--- src/rtl/sample_player.sv ---
// Stimulus playback source: samples queued by the bench writer are replayed onto the
// DUT input bus, one per sample period, each accompanied by a single-cycle strobe.
module sample_player #(
   parameter int DATA_WIDTH   = 16,
   parameter int DEPTH        = 16,
   parameter int SAMPLE_FREQ  = 1_000_000,
   parameter int DUT_CLK_FREQ = 50_000_000
) (
   input  logic                    clk,
   input  logic                    rst,
   input  logic                    enable,
   input  logic [DATA_WIDTH-1:0]   s_data,
   input  logic                    s_valid,
   output logic                    s_ready,
   output logic [DATA_WIDTH-1:0]   dut_data,
   output logic                    dut_strobe,
   output logic                    underrun,
   input  logic                    clear_underrun,
   output logic [$clog2(DEPTH):0]  level
);
   localparam int AW  = $clog2(DEPTH);
   localparam int LW  = AW + 1;
   localparam int DIV = (SAMPLE_FREQ > 0) ? DUT_CLK_FREQ / SAMPLE_FREQ : 0;
   localparam int CW  = (DIV > 1) ? $clog2(DIV) : 1;

   generate
      if (SAMPLE_FREQ < 1 || DIV < 1 || DIV * SAMPLE_FREQ != DUT_CLK_FREQ) begin : g_bad_div
         $error("sample_player: DUT_CLK_FREQ/SAMPLE_FREQ must be an integer >= 1");
      end
      if (DEPTH < 2 || (1 << AW) != DEPTH) begin : g_bad_depth
         $error("sample_player: DEPTH must be a power of 2 and at least 2");
      end
   endgenerate

   // Sample-period divider; held at zero while disabled so re-enable restarts the period.
   logic [CW-1:0] count_q, count_d;
   logic          tick;

   assign tick = enable && (count_q == CW'(DIV - 1));

   always_comb begin
      count_d = count_q + CW'(1);
      if (!enable || tick) begin
         count_d = '0;
      end
   end

   logic [DATA_WIDTH-1:0] mem_q [DEPTH];
   logic [AW-1:0]         wr_ptr_q, rd_ptr_q;
   logic [LW-1:0]         level_q, level_d;
   logic                  push, pop;

   assign s_ready = (level_q != LW'(DEPTH));
   assign push    = s_valid && s_ready;
   assign pop     = tick && (level_q != '0);

   always_comb begin
      level_d = level_q;
      if (push && !pop) begin
         level_d = level_q + LW'(1);
      end else if (!push && pop) begin
         level_d = level_q - LW'(1);
      end
   end

   always_ff @(posedge clk) begin
      if (push) begin
         mem_q[wr_ptr_q] <= s_data;
      end
   end

   logic [DATA_WIDTH-1:0] dut_data_q;
   logic                  dut_strobe_q;
   logic                  underrun_q;

   always_ff @(posedge clk) begin
      if (rst) begin
         count_q      <= '0;
         wr_ptr_q     <= '0;
         rd_ptr_q     <= '0;
         level_q      <= '0;
         dut_data_q   <= '0;
         dut_strobe_q <= 1'b0;
         underrun_q   <= 1'b0;
      end else begin
         count_q      <= count_d;
         level_q      <= level_d;
         dut_strobe_q <= pop;
         if (push) begin
            wr_ptr_q <= wr_ptr_q + AW'(1);
         end
         if (pop) begin
            rd_ptr_q   <= rd_ptr_q + AW'(1);
            dut_data_q <= mem_q[rd_ptr_q];
         end
         // A starving tick takes priority over a simultaneous clear.
         if (tick && level_q == '0) begin
            underrun_q <= 1'b1;
         end else if (clear_underrun) begin
            underrun_q <= 1'b0;
         end
      end
   end

   assign dut_data   = dut_data_q;
   assign dut_strobe = dut_strobe_q;
   assign underrun   = underrun_q;
   assign level      = level_q;
endmodule

--- config.mk ---
export PLATFORM = sky130hd
export DESIGN_NAME = sample_player
export DESIGN_NICKNAME = d
export VERILOG_FILES = /design/src/rtl/sample_player.sv
export SDC_FILE = /design/constraint.sdc
export NUM_CORES = 1
export LEC_CHECK = 0
export CORE_ASPECT_RATIO = 2
export CORE_MARGIN = 1.5
export CORE_UTILIZATION = 60
export DETAILED_ROUTE_END_ITERATION = 6
export PLACE_DENSITY = 0.85
export SLEW_MARGIN = 20
export SYNTH_ARGS = -nofsm -noshare
export SYNTH_HDL_FRONTEND = slang
export SYNTH_SLANG_ARGS = --single-unit
--- constraint.sdc ---
create_clock -name clk -period 5 [get_ports clk]
set_input_delay 0.5 -clock clk [delete_from_list [all_inputs] [get_ports clk]]
set_output_delay 0.5 -clock clk [all_outputs]
set_load 0.02 [all_outputs]
==> flow_metrics.tcl <==
set metrics [dict create \
    slew_headroom 0.299 \
    power_uw 4890 \
    die_w_um 101 \
    antenna_found_initial 0 \
    synth_cells 642 \
    clock-sinks 293 \
    setup_viol 0 \
    hold_buffers 0 \
    drv_cap 0 \
    dp_hpwl_um 14900 \
    fin_skew_ns 0.0130 \
    yosys-top-cells-area "edfxtp_1 67%, dfxtp_1 6.5%, mux4_2 6.3%" \
    post-place-ws_ns 1.44 \
    ant_nets 0 \
    yosysMostFrequentCell "edfxtp_1" \
    ys_top_cells_by_count "256 x edfxtp_1, 66 x mux2i_1, 56 x nor2_1, 37 x dfxtp_1" \
    ys_seq_elements 293 \
    synthToLayoutAreaGrowth_pct 12.8 \
    via_per_inst 6.28 \
    critPathKind "flop to flop" \
    ys_async_sr_fraction 0 \
    setup_tns_ns 0 \
    routedWlPerCell_um 25.6 \
    yosys.cell_types.count 38 \
    ys_warn_count 0 \
    fin_ws_ns 1.49 \
    ff_latch_area_mm2 0.00843 \
    final_hold_viol_count 0 \
    ir_drop_mv 0.364 \
    drt_pre_antenna_iters 5 \
    p_leak_uw 0.00394 \
    rows 71 \
    numPortBuffers 44 \
    antenna_cells 0 \
    synth_edf_count 256 \
    path_clk_slew_ns 0.07 \
    ios 45 \
    die_h_um 198 \
    fin_crit_sh 0.702 \
    end_kind "flop" \
    status "completed" \
    start_util 0.609 \
    root_buffer "clkbuf_16" \
    fill_cells 1110 \
    cts_buffer_depth 3 \
    cts_buffers 23 \
    start_kind "flop" \
    clk_latency_ns 0.53 \
    rsz0062_at_grt "false" \
    dr.first_iter.drc_count 595 \
    routed_wl_um 24700 \
    synth_flop_cell "edfxtp_1" \
    grtUsageTotal 0.259 \
    grt_pass1_wl_um 37000 \
    drive_above_1_share 0.162 \
    core_region_area_mm2 0.0187 \
    worstPathArrival_ns 3.92 \
    finalCriticalPeriod_ns 3.51 \
    final_nets 729 \
    crit_required_ns 5.41 \
    place.gp.congestion 0.838 \
    syn-num-nets 675 \
    worst_slew_pin_slew_ns 1.05 \
    yosysTopAreaCell "edfxtp_1" \
    syn-cell-area_mm2 0.0114 \
    critical_path_peak_fanout 37 \
    power_density_mw_per_mm2 379 \
    post-cts-setup-buffers 0 \
    postSynthAreaPerCell_um2 17.8 \
    multi_input_area_mm2 0.00277 \
    first_global_vias 6282 \
    slew_violations 0 \
    vias 6072 \
    fp.dieArea_mm2 0.0199 \
    synth.top_cell.area_share 0.673 \
    gr-total-overflow 0 \
    drcViolationCount 0 \
    cts_tree "done" \
    timing.fmax_ghz 0.285 \
    postCtsResizedCells 0 \
    grt_max_degree 38 \
    h-tree-depth 1 \
    hold_path.class "flop to flop" \
    synth_seq_area_share 0.738 \
]
## power by group
part | total (uW) | leakage, uW | switching (uW) | internal, uW
clock network | 1780 | 0.000350 | 813 | 966
registers | 2760 | 0.00261 | 37.7 | 2730
logic | 343 | 0.000980 | 211 | 132
total | 4890 | 0.00394 | 1060 | 3820
## worst paths after layout
check                           slack, ns         end  cells after the start  startpoint
worst max register to register       1.49    level[4]                     12  count_q[0]
worst max-delay path                 1.49    level[4]                     12  count_q[0]
worst min-delay path                 0.49  count_q[0]                      1  count_q[0]
worst min register to register       0.49  count_q[0]                      1  count_q[0]
## cells in the final DEF (no fill, tap or decap), drive strengths merged
cell and instances:
edfxtp 256, mux2i 66, nor2 56, clkdlybuf4s50 44, dfxtp 37, mux4 32
o22ai 32, clkbuf 28, nand2 27, buf 22, a211oi 16, a311oi 16
ha 11, inv 9, clkinv 9, xor2 8, a21oi 6, xnor2 5
nor3 4, nand3 3, nor2b 3, nand2b 2, a21o 2, nand4 2
bufinv 2, clkinvlp 2, nor4 1, a21boi 1, or4 1, nor4bb 1
o2111a 1, nand3b 1, or3 1, and2 1, or3b 1, mux2 1
a32oi 1, fa 1
## kinds of logic (layout without fill, tap and decap cells)
group | after synthesis | after routing | synth area share
buf+inv | 46 | 116 | 0.0214
flops | 293 | 293 | 0.738
xor+xnor | 13 | 13 | 0.00997
simple gates | 104 | 104 | 0.0391
compound gates | 75 | 75 | 0.0558
fa+ha+maj | 12 | 12 | 0.0138
mux | 99 | 99 | 0.122
## metal layers
metal | wire, um | track usage | vias to the layer above
met5 | 0 | 0 | -
met4 | 1250 | 0.144 | 0
met3 | 1580 | 0.0318 | 73
met2 | 13300 | 0.455 | 273
met1 | 8570 | 0.306 | 3098
li1 | - | - | 2628
## sequential cells by signal, summed over array words and instances (netlist names)
name	flops
mem_q	256
dut_data	16
count_q	6
level	5
rd_ptr_q	4
wr_ptr_q	4
dut_strobe	1
underrun	1
## critical path, stage by stage (launching register included)
cell	delay (ns)
dfxtp_1	0.39
ha_1	0.17
nor4bb_1	0.34
o2111a_2	0.25
buf_4	0.47
inv_1	0.16
ha_1	0.26
inv_1	0.15
ha_1	0.29
a21o_1	0.19
a21oi_1	0.17
mux2i_1	0.21
mux2_2	0.34
## per-stage QoR
stage / utilization / hold WS (ns) / area [um^2] / cells
CTS: 0.687 / 0.491 / 12900 / 967
global placement: 0.649 / 0.446 / 12200 / 926
detailed placement: 0.649 / 0.473 / 12200 / 926
finish: 0.687 / 0.489 / 12900 / 967
floorplan: - / 0.434 / 11400 / 642
global route: 0.687 / 0.512 / 12900 / 967
## area by class of cell
class,instances,area share
clock buffers,28,0.0469
clock inverters,13,0.00903
inverters,9,0.00262
multi-input cells,303,0.215
flip-flops and latches,293,0.655
well taps,255,0.0248
repair buffers,66,0.0470
(Power assumes the default switching activity.)
